--- src/rtl/seq_ctrl.sv ---
// Multi-cycle FETCH/DECODE/EXEC/WB sequencer owning the program counter.
// Optional retired-instruction counter output enabled by defining SEQ_INSTCNT_EN.
module seq_ctrl #(
  parameter int unsigned    PcW       = 6,
  parameter logic [PcW-1:0] StartAddr = '0
) (
  input  logic           clk_i,
  input  logic           rst_ni,
  input  logic           start_i,
  input  logic           imem_ack_i,
  input  logic           halt_op_i,
  input  logic           wb_en_i,
  input  logic [PcW-1:0] pc_in_i,
  input  logic           pc_we_i,
  output logic [PcW-1:0] pc_o,
  output logic           imem_req_o,
  output logic           ir_we_o,
  output logic           alu_en_o,
  output logic           rf_we_o,
  output logic           busy_o,
  output logic           done_o,
`ifdef SEQ_INSTCNT_EN
  output logic [15:0]    instcnt_o,
`endif
  output logic [2:0]     state_o
);

  typedef enum logic [2:0] {
    StIdle   = 3'd0,
    StFetch  = 3'd1,
    StDecode = 3'd2,
    StExec   = 3'd3,
    StWb     = 3'd4,
    StHalt   = 3'd5
  } state_e;

  state_e         state_q;
  logic [PcW-1:0] pc_q;
`ifdef SEQ_INSTCNT_EN
  logic [15:0]    instcnt_q;
`endif

  always_ff @(posedge clk_i or negedge rst_ni) begin
    if (!rst_ni) begin
      state_q   <= StIdle;
      pc_q      <= StartAddr;
`ifdef SEQ_INSTCNT_EN
      instcnt_q <= '0;
`endif
    end else begin
      case (state_q)
        StIdle, StHalt: begin
          if (start_i) begin
            state_q   <= StFetch;
            pc_q      <= StartAddr;
`ifdef SEQ_INSTCNT_EN
            instcnt_q <= '0;
`endif
          end
        end
        StFetch: begin
          if (imem_ack_i) state_q <= StDecode;
        end
        // A HALT instruction leaves pc pointing at itself.
        StDecode: state_q <= halt_op_i ? StHalt : StExec;
        StExec:   state_q <= StWb;
        StWb: begin
          state_q <= StFetch;
          pc_q    <= pc_we_i ? pc_in_i : pc_q + PcW'(1);
`ifdef SEQ_INSTCNT_EN
          if (instcnt_q != 16'hFFFF) instcnt_q <= instcnt_q + 16'd1;
`endif
        end
        default: state_q <= StIdle;
      endcase
    end
  end

  assign pc_o       = pc_q;
  assign state_o    = state_q;
  assign imem_req_o = (state_q == StFetch);
  assign ir_we_o    = (state_q == StFetch) & imem_ack_i;
  assign alu_en_o   = (state_q == StExec);
  assign rf_we_o    = (state_q == StWb) & wb_en_i;
  assign busy_o     = (state_q == StFetch) | (state_q == StDecode) |
                      (state_q == StExec)  | (state_q == StWb);
  assign done_o     = (state_q == StHalt);
`ifdef SEQ_INSTCNT_EN
  assign instcnt_o  = instcnt_q;
`endif

endmodule

--- config.mk ---
export PLATFORM = sky130hd
export DESIGN_NAME = seq_ctrl
export DESIGN_NICKNAME = d
export VERILOG_FILES = /design/src/rtl/seq_ctrl.sv
export SDC_FILE = /design/constraint.sdc
export NUM_CORES = 1
export LEC_CHECK = 0
export ABC_AREA = 1
export BUFFER_PORTS_ARGS = -buffer_cell sky130_fd_sc_hd__clkbuf_2
export CAP_MARGIN = 10
export CORE_MARGIN = 8
export CORE_UTILIZATION = 44
export DETAILED_ROUTE_END_ITERATION = 8
export GPL_ROUTABILITY_DRIVEN = 0
export PLACE_DENSITY = 0.82
export SLEW_MARGIN = 5
export SYNTH_ARGS = -nofsm -noshare
export SYNTH_HDL_FRONTEND = slang
export SYNTH_SLANG_ARGS = --single-unit
--- constraint.sdc ---
create_clock -name clk_i -period 1.25 [get_ports clk_i]
set_input_delay 0.125 -clock clk_i [delete_from_list [all_inputs] [get_ports clk_i]]
set_output_delay 0.125 -clock clk_i [all_outputs]
set_load 0.02 [all_outputs]
==> results.md, run 1 <==
* Switching share of total power at 0.494
* # IOs at 28
* Row count at 13
* Htree depth at 1
* Fmax at roughly 0.77 GHz
* Num CTS Buffers at 3
* Die H at roughly 54 microns
* I/O Buffers at 27
* Clk_lat worst skew at around 0.26 ns
* Final WL at between 1500 and 2000 microns
* Vias in the first global route at between 700 and 800
* Clock share of power at 0.100
* Cells after Synth at 91
* Hpwl dp at 1340 microns
* Unrepaired setup endpoints after global routing: true
* Final ANT Viol Nets at 0
* Clock slew at reported path FFs at 0.06 ns
* Dpl ws at -0.0221 ns
* Leak at between 0.0005 and 0.0006 uW
* Syn_area_per_cell at 6.82 sq um
* GRT overflow at 0
* Worst-Margin Slew at between 0.2 and 0.25 ns
* Seq/Total Area, Yosys at 0.363
* Failing checks: negative setup slack
* Largest net degree at the start of global routing at 11
* Most common cell after layout, fill and taps aside: clkbuf_2
* Class of the worst hold path: in2reg
* Combinational Power Share at 0.651
* Status: complete, but fails checks
* Yosys cell types at 21
* Crit path capture type: primary output
* Hold Fails Final Rpt at 0
* Layout cells sized above 1 at 0.431
* CTS max path bufs at 2
* Syn-to-layout area delta at 49.6%
* Syn Nets at 105
* # DRC at 0
* First-pass GRT wire length at about 2800 microns
* DIE AREA at between 0.002 and 0.003 sq mm
* Slew Limit Fails at 0
* Top cell type by total area after synthesis: dfrtp_1
* Detailed-route vias per instance at 4.88
* Switching power at approximately 1100 uW
* Worst clock skew at slightly below 0.004 ns
* Initial Utilization at 0.471
* Peak supply drop at 1740 uV
* Initial antenna violation count at 0
* Via count at slightly above 700
* Area contributors post-synth: dfrtp_1, nand2_1, nand3_1, inv_1, nor2_1
* Final min period at 1.31 ns
* #FFs+latches synth at 9
* Most frequent cells in the layout: clkbuf_2, nand2_1, inv_1, nand3_1, nor2_1
* CTS tree: done
* DIE WIDTH at 53.6 microns
* Final setup vio count at 5
* Final period utilization at 1.04
* PnR worst setup slack at -0.0555 ns
* CORE AREA at between 0.001 and 0.0015 sq mm
* Root Buffer Master: clkbuf_4
* Flop pwr share at 0.249
* Nets@finish at approximately 150
* WP data required at around 1.1 ns
* Yosys warns at 0
* Internal power at about 1100 uW
* Yosys top cell area share at 0.363
* WS Path Type: reg2out
* Total Routing Usage GR at 0.129
* Max Cap Violations at 0
* Pre-antenna DRT Iters at 4
* Power Density at around 2400 mW/mm^2
* Crit path max fanout at 5
* Num Clock Sinks at 9
* Setup_tns at -0.116 ns
* Syn Std Cell Area at 621 sq um
* Slew headroom at 0.839
* Initial drt markers at 16
* Routed WL per cell at between 10 and 15 microns
* Number of diodes at 0
* Worst setup SP type: flop
* Critical path arrival at about 1.2 ns
-- through the flow --
stage | power (uW) | hold WS (ns) | util | instance area [sq um] | cells
5_1_grt | 2420 | 0.128 | 0.705 | 928 | 145
2_1_floorplan | 1350 | -0.171 | - | 623 | 91
3_5_place_dp | 1730 | -0.00323 | 0.595 | 785 | 134
6_report | 2260 | 0.107 | 0.705 | 928 | 145
3_3_place_gp | 1690 | -0.00725 | 0.595 | 785 | 134
4_1_cts | 2110 | 0.101 | 0.669 | 881 | 142
-- worst max-delay path, stage by stage, from the launching register on --
cell and delay (ns):
dfrtp_2 0.43, buf_4 0.16, nor3_4 0.19, buf_6 0.14
-- registers in the layout, summed over array words and instances (netlist names) --
| signal | cells |
|---|---|
| pc_o | 6 |
| state_o | 3 |
-- cell usage after synthesis --
cell,n
nand4_1,1
nor2_2,1
nand2_1,19
dfrtp_1,9
inv_2,1
o21a_1,1
or2_2,1
ha_1,1
o21ai_1,2
a21oi_1,1
nor2_1,13
o21ai_0,3
nand3_1,12
o211ai_1,1
inv_1,13
nand2_2,5
buf_4,1
xor2_1,1
o21ai_2,3
nor3_1,1
o21bai_1,1
-- layer usage --
metal | track usage | up-vias | share of wire
met5 | 0 | - | 0
met4 | 0.0378 | 0 | 0.0049
met3 | 0.0248 | 2 | 0.043
li1 | - | 365 | -
met1 | 0.136 | 320 | 0.42
met2 | 0.252 | 20 | 0.54
-- worst paths after layout --
| check | start | to | slack [ns] | cells after the start |
|---|---|---|---|---|
| max in group asynchronous | rst_ni | state_o[1]$_DFFE_PN0P_ | 0.78 | 2 |
| setup reg to reg | state_o[0]$_DFFE_PN0P_ | state_o[0]$_DFFE_PN0P_ | 0.05 | 8 |
| setup / recovery | state_o[1]$_DFFE_PN0P_ | ir_we_o | -0.06 | 3 |
| hold reg to reg | pc_o[5]$_DFFE_PN0P_ | pc_o[5]$_DFFE_PN0P_ | 0.54 | 2 |
| hold / removal | halt_op_i | state_o[2]$_DFFE_PN0P_ | 0.11 | 3 |
| min in group asynchronous | rst_ni | pc_o[4]$_DFFE_PN0P_ | 0.26 | 2 |
-- layout make-up --
class / instances / area [sq um]
clock buffers: 4 / 26.3
flip-flops and latches: 9 / 226
inverters: 14 / 52.6
repair buffers: 36 / 238
well taps: 15 / 18.8
multi-input cells: 67 / 367
fillers: 124 / 389
-- power by group through the flow --
stage / clock network [uW] / registers [uW] / logic (uW)
floorplan: 0 / 708 / 639
global placement: 0 / 550 / 1140
detailed placement: 0 / 566 / 1160
CTS: 232 / 558 / 1320
global route: 248 / 581 / 1590
finish: 227 / 564 / 1470
-- cells by family (layout without fill, tap and decap cells) --
logic type / after synthesis / count (layout) / synth area share
buffers and inverters: 15 / 54 / 0.0968
flip-flops: 9 / 9 / 0.363
adder cells (fa/ha/maj): 1 / 1 / 0.0202
AO/OA/AOI/OAI: 12 / 12 / 0.127
AND/OR/NAND/NOR: 53 / 53 / 0.379
XOR/XNOR: 1 / 1 / 0.0141
-- what timing repair did --
item,in CTS,in global routing
setup endpoints to repair,5,7
gates resized for setup,12,11
hold buffers,1,0
hold endpoints to repair,9,0
setup buffers,3,3
pin swaps,0,1
No activity file was read; power rests on OpenSTA's default activity.
==> run 2: changes to the inputs <==
--- a/config.mk
+++ b/config.mk
@@ -13,6 +13,7 @@
 export DETAILED_ROUTE_END_ITERATION = 8
 export GPL_ROUTABILITY_DRIVEN = 0
 export PLACE_DENSITY = 0.82
+export REMOVE_ABC_BUFFERS = 1
 export SLEW_MARGIN = 5
 export SYNTH_ARGS = -nofsm -noshare
 export SYNTH_HDL_FRONTEND = slang
==> results.md, run 2 (same netlist as run 1, synthesis figures left out) <==
* GRT overflow at 0 (unchanged)
* Final ANT Viol Nets at 0 (unchanged)
* Nets@finish at 147 (+1.4%)
* PnR worst setup slack at -0.0445 ns (+0.0110 ns)
* Vias in the first global route at 764 (+7.2%)
* Switching power at 1150 uW (+2.9%)
* Die H at 53.6 microns (unchanged)
* Worst setup SP type: flop
* First-pass GRT wire length at 3150 microns (+11%)
* Non-Filler Instances at 147 (+1.4%)
* Internal power at 1200 uW (+4.7%)
* Setup_tns at -0.178 ns (-0.0617 ns)
* Hold Fails Final Rpt at 0 (unchanged)
* # IOs at 28 (unchanged)
* Syn-to-layout area delta at 51.4%
* Fmax at 0.772 GHz (+0.85%)
* Worst-Margin Slew at 0.252 ns (+0.0113 ns)
* Class of the worst hold path: in2reg
* Initial antenna violation count at 0 (unchanged)
* WS Path Type: reg2out
* Dpl ws at 0.0914 ns (+0.113 ns)
* Final setup vio count at 6 (+1)
* CTS max path bufs at 2 (unchanged)
* Largest net degree at the start of global routing at 11 (unchanged)
* Max reg flops at 6 (unchanged)
* Clock share of power at 0.105 (+0.005)
* Critical path arrival at 1.17 ns (about the same)
* Hold Path End: state_o[2]$_DFFE_PN0P_
* Hold Path Stages at 3 (unchanged)
* Max Cap Violations at 0 (unchanged)
* Failing checks: negative setup slack
* Peak supply drop at 1890 uV (+8.8%)
* Inst Count DP at 136 (+1.5%)
* Num CTS Buffers at 3 (unchanged)
* Via count at 749 (+5.9%)
* Root Buffer Master: clkbuf_4
* Routed WL per cell at 13.4 microns (+5.0%)
* Crit path max fanout at 4 (-1)
* Final WL at 1970 microns (+6.4%)
* DIE WIDTH at 53.6 microns (unchanged)
* R2R Path Start: state_o[1]$_DFFE_PN0P_
* Htree depth at 1 (unchanged)
* Detailed-route vias per instance at 5.10 (+4.5%)
* Slew Limit Fails at 0 (unchanged)
* Initial drt markers at 27 (+11)
* Clock slew at reported path FFs at 0.07 ns (about the same)
* Final min period at 1.29 ns (-0.0110 ns)
* Final period utilization at 1.04 (-0.00881)
* R2r endpoint: pc_o[0]$_DFFE_PN0P_
* Initial Utilization at 0.471 (unchanged)
* Status: complete, but fails checks
* Hpwl dp at 1430 microns (+7.0%)
* I/O Buffers at 27 (unchanged)
* Worst clock skew at 0.00354 ns (-0.000332 ns)
* Number of diodes at 0 (unchanged)
* Crit path capture type: primary output
* Layout cells sized above 1 at 0.424 (-0.00653)
* Overall power at 2350 uW (+3.8%)
* CORE AREA at 0.00132 sq mm (unchanged)
* CTS tree: done
* Most common cell after layout, fill and taps aside: clkbuf_2
* Row count at 13 (unchanged)
* Power Density at 2500 mW/mm^2 (+2.6%)
* Total Routing Usage GR at 0.148 (+0.0185)
* Most frequent cells in the layout: clkbuf_2, nand2_1, inv_1, nand3_1, buf_4
* Min-delay src: halt_op_i
* Clk_lat worst skew at 0.28 ns (+0.02 ns)
* Slew headroom at 0.832 (-0.00754)
* Reg2Reg Depth at 7 (-1)
* Worst R2R Setup Slack at 0.02 ns (-0.03 ns)
* Combinational Power Share at 0.658 (+0.007)
* Flop pwr share at 0.237 (-0.012)
* # DRC at 0 (unchanged)
* Pre-antenna DRT Iters at 4 (unchanged)
* Unrepaired setup endpoints after global routing: true
* DIE AREA at 0.00287 sq mm (unchanged)
* Num Clock Sinks at 9 (unchanged)
* WP data required at 1.12 ns (about the same)
* Switching share of total power at 0.489 (-0.00442)
* Leak at 0.000545 uW (+3.8%)
-- run 2: through the flow --
| step | hold WS [ns] | utilization | instance area [sq um] |
|---|---|---|---|
| 2_1_floorplan | -0.171 | - | 613 |
| 3_3_place_gp | -0.00891 | 0.605 | 797 |
| 3_5_place_dp | 0.000359 | 0.605 | 797 |
| 4_1_cts | 0.0816 | 0.700 | 922 |
| 5_1_grt | 0.0812 | 0.713 | 940 |
| 6_report | 0.0868 | 0.713 | 940 |
-- run 2: power by group through the flow --
stage,clock network (uW),registers (uW),logic (uW)
final,246,557,1550
after global routing,270,576,1680
after CTS,249,554,1460
after detailed placement,0,549,1220
after global placement,0,540,1190
after floorplan,0,708,626
-- run 2: repair_timing --
| item | CTS | global route |
|---|---|---|
| endpoints found under the hold margin | 9 | 0 |
| gates resized for setup | 13 | 11 |
| buffers inserted | 6 | 0 |
| hold buffers | 1 | 0 |
| pin swaps | 2 | 1 |
| setup endpoints to repair | 5 | 11 |
-- run 2: cell type report --
cell class	count	area, sq um
clock buffer	4	26.3
fill	95	378
inverter	14	52.6
multi-input combinational	67	363
sequential	9	225
tap	15	18.8
timing repair buffer	38	254
-- run 2: layer usage --
layer,GRT usage,vias to the layer above,routed length [microns]
met2,0.279,28,1030
li1,-,372,-
met4,0.0756,0,44
met5,0,-,0
met1,0.138,342,724
met3,0.0496,7,169
-- run 2: how the worst max path moves through the flow --
stage | startpoint | end | slack (ns) | cells after the start
2_1_floorplan | state_o[0]$_DFFE_PN0P_ | rf_we_o | -0.06 | 3
6_report | state_o[1]$_DFFE_PN0P_ | ir_we_o | -0.04 | 3
5_1_grt | state_o[1]$_DFFE_PN0P_ | done_o | -0.10 | 4
3_5_place_dp | state_o[1]$_DFFE_PN0P_ | pc_o[2]$_DFFE_PN0P_ | 0.09 | 6
3_3_place_gp | state_o[1]$_DFFE_PN0P_ | pc_o[2]$_DFFE_PN0P_ | 0.11 | 6
4_1_cts | state_o[1]$_DFFE_PN0P_ | ir_we_o | -0.06 | 3
-- run 2: worst max-delay path: stages (launching register included) --
cell and delay (ns):
dfrtp_1 0.42, buf_6 0.15, nor3_2 0.16, buf_4 0.16
==> run 3: changes to the inputs <==
--- a/config.mk
+++ b/config.mk
@@ -12,7 +12,7 @@
 export CORE_UTILIZATION = 44
 export DETAILED_ROUTE_END_ITERATION = 8
 export GPL_ROUTABILITY_DRIVEN = 0
-export PLACE_DENSITY = 0.82
+export PLACE_DENSITY = 0.81
 export REMOVE_ABC_BUFFERS = 1
 export SLEW_MARGIN = 5
 export SYNTH_ARGS = -nofsm -noshare
==> results.md, run 3 (same netlist as run 1, synthesis figures left out) <==
* Layout cells sized above 1 at 0.438 (+0.0142)
* Status: complete, but fails checks
* GRT overflow at 0 (unchanged)
* WS Path Type: reg2out
* Pre-antenna DRT Iters at 4 (unchanged)
* Leak at 0.000527 uW (-3.3%)
* Wl on met1 at 676 microns (-6.6%)
* # DRC at 0 (unchanged)
* Worst R2R Setup Slack at 0.06 ns (+0.04 ns)
* CP dominant cell by count: buf_6
* PnR worst setup slack at -0.0380 ns (+0.00651 ns)
* Initial drt markers at 5 (-81%)
* R2r endpoint: pc_o[0]$_DFFE_PN0P_
* Detailed-route vias per instance at 5.01 (-1.7%)
* Number of diodes at 0 (unchanged)
* Final WL at 1830 microns (-6.7%)
* I/O Buffers at 27 (unchanged)
* Final min period at 1.29 ns (-0.00651 ns)
* Crit-path cells: buf_6 -> nor3_4 -> buf_6
* Inst Count DP at 135 (-0.74%)
* DIE WIDTH at 53.6 microns (unchanged)
* Final period utilization at 1.03 (-0.00521)
* Final ANT Viol Nets at 0 (unchanged)
* Critical path arrival at 1.16 ns (about the same)
* Crit path max fanout at 4 (unchanged)
* Power Density at 2430 mW/mm^2 (-3.0%)
* Vias in the first global route at 725 (-5.1%)
* Routed WL per cell at 12.6 microns (-5.4%)
* Slew headroom at 0.842 (+0.0102)
* CORE AREA at 0.00132 sq mm (unchanged)
* CP top delay family: flip-flops
* Num CTS Buffers at 3 (unchanged)
* Slowest stage delay, CP at 0.41 ns (about the same)
* Hold Path Stages at 3 (unchanged)
* Layout fillers at 124 (+31%)
* Nets@finish at 145 (-1.4%)
* Class of the worst hold path: in2reg
* Most common cell after layout, fill and taps aside: clkbuf_2
* WP buf/inv at 2 (unchanged)
* Crit path capture type: primary output
* Met2 wire length at 1010 microns (-1.3%)
* Min-delay src: pc_in_i[0]
* Clock slew at reported path FFs at 0.06 ns (about the same)
* Failing checks: negative setup slack
* CTS max path bufs at 2 (unchanged)
* Max reg flops at 6 (unchanged)
* Unrepaired setup endpoints after global routing: true
* Slew Limit Fails at 0 (unchanged)
* DIE AREA at 0.00287 sq mm (unchanged)
* R2R Path Start: state_o[1]$_DFFE_PN0P_
* WP data required at 1.12 ns (about the same)
* Initial Utilization at 0.471 (unchanged)
* Via count at 726 (-3.1%)
* Htree depth at 1 (unchanged)
* Reg2Reg Depth at 6 (-1)
* Root Buffer Master: clkbuf_4
* Worst setup SP type: flop
* Hold Fails Final Rpt at 0 (unchanged)
* Non-Filler Instances at 145 (-1.4%)
* Slowest-stage cell, CP: dfrtp_1
* Clk_lat worst skew at 0.26 ns (-0.02 ns)
* Num Clock Sinks at 9 (unchanged)
* Overall power at 2290 uW (-2.5%)
* Wire length on met3 at 125 microns (-26%)
* Die H at 53.6 microns (unchanged)
* Worst-Margin Slew at 0.237 ns (-0.0152 ns)
* Initial antenna violation count at 0 (unchanged)
* Max Cap Violations at 0 (unchanged)
* Syn-to-layout area delta at 52.2%
* Setup_tns at -0.0732 ns (+0.104 ns)
* Hold Path End: pc_o[0]$_DFFE_PN0P_
* Fmax at 0.776 GHz (+0.51%)
* Most frequent cells in the layout: clkbuf_2, nand2_1, inv_1, nand3_1, dfrtp_1
* First-pass GRT wire length at 2970 microns (-5.7%)
* Total Routing Usage GR at 0.142 (-0.00622)
* Row count at 13 (unchanged)
* Worst clock skew at 0.00693 ns (+0.00339 ns)
* # IOs at 28 (unchanged)
* Largest net degree at the start of global routing at 11 (unchanged)
* Top Metal Used: met4
* Dpl ws at 0.101 ns (+0.00959 ns)
* Final setup vio count at 4 (-2)
* CTS tree: done
* Hpwl dp at 1340 microns (-6.6%)
* Peak supply drop at 1470 uV (-22%)
[run 3: changes by cell type in the layout (fill, tap and decap cells not counted)]
cell	delta
buf_4	-6
nand2_4	-2
nor2_1	-3
nand2_2	+1
clkbuf_2	+2
nand2_8	+1
nor3_2	-1
nor2_2	+3
buf_6	+2
nor3_4	+1
[run 3: layout make-up]
class | count | area, sq um | share of cell area
multi-input combinational | 67 | 380 | 0.403
timing repair buffer | 36 | 241 | 0.256
sequential | 9 | 225 | 0.238
inverter | 14 | 52.6 | 0.0556
clock buffer | 4 | 26.3 | 0.0278
tap | 15 | 18.8 | 0.0199
[run 3: timing repair]
action	4_1_cts	5_1_grt
hold endpoints to repair	9	0
pin swaps	2	2
setup buffers	3	2
setup endpoints to repair	5	11
resized for setup	12	14
hold buffers	1	0
[run 3: how the worst max path moves through the flow]
stage	from	to	slack (ns)	cells after the start
2_1_floorplan	state_o[0]$_DFFE_PN0P_	rf_we_o	-0.06	3
3_5_place_dp	state_o[1]$_DFFE_PN0P_	pc_o[3]$_DFFE_PN0P_	0.10	6
3_3_place_gp	pc_o[0]$_DFFE_PN0P_	pc_o[2]$_DFFE_PN0P_	0.13	4
6_report	state_o[1]$_DFFE_PN0P_	ir_we_o	-0.04	3
4_1_cts	state_o[1]$_DFFE_PN0P_	ir_we_o	-0.04	3
5_1_grt	state_o[1]$_DFFE_PN0P_	busy_o	-0.10	4
[run 3: report_power, final]
| group | leakage (uW) | internal [uW] | switching (uW) | total [uW] |
|---|---|---|---|---|
| clock | 0.0000150 | 123 | 100 | 223 |
| combinational | 0.000394 | 626 | 884 | 1510 |
| sequential | 0.000118 | 414 | 143 | 558 |
| total | 0.000527 | 1160 | 1130 | 2290 |
[run 3: stage by stage]
step | instance area (sq um) | hold WS, ns | util
after global placement | 790 | -0.0118 | 0.599
after CTS | 890 | 0.115 | 0.675
final | 945 | 0.129 | 0.717
after detailed placement | 790 | -0.0105 | 0.599
after floorplan | 613 | -0.171 | -
after global routing | 945 | 0.138 | 0.717
[run 3: metal layers]
metal / GRT usage / vias to the layer above
li1: - / 365
met1: 0.126 / 342
met2: 0.279 / 15
met3: 0.0606 / 4
met4: 0.0420 / 0
met5: 0 / -
[run 3: tightest hold or removal path, cell delays in order]
cell and delay, ns:
clkbuf_2 0.08, o211ai_1 0.09, o21ai_2 0.06
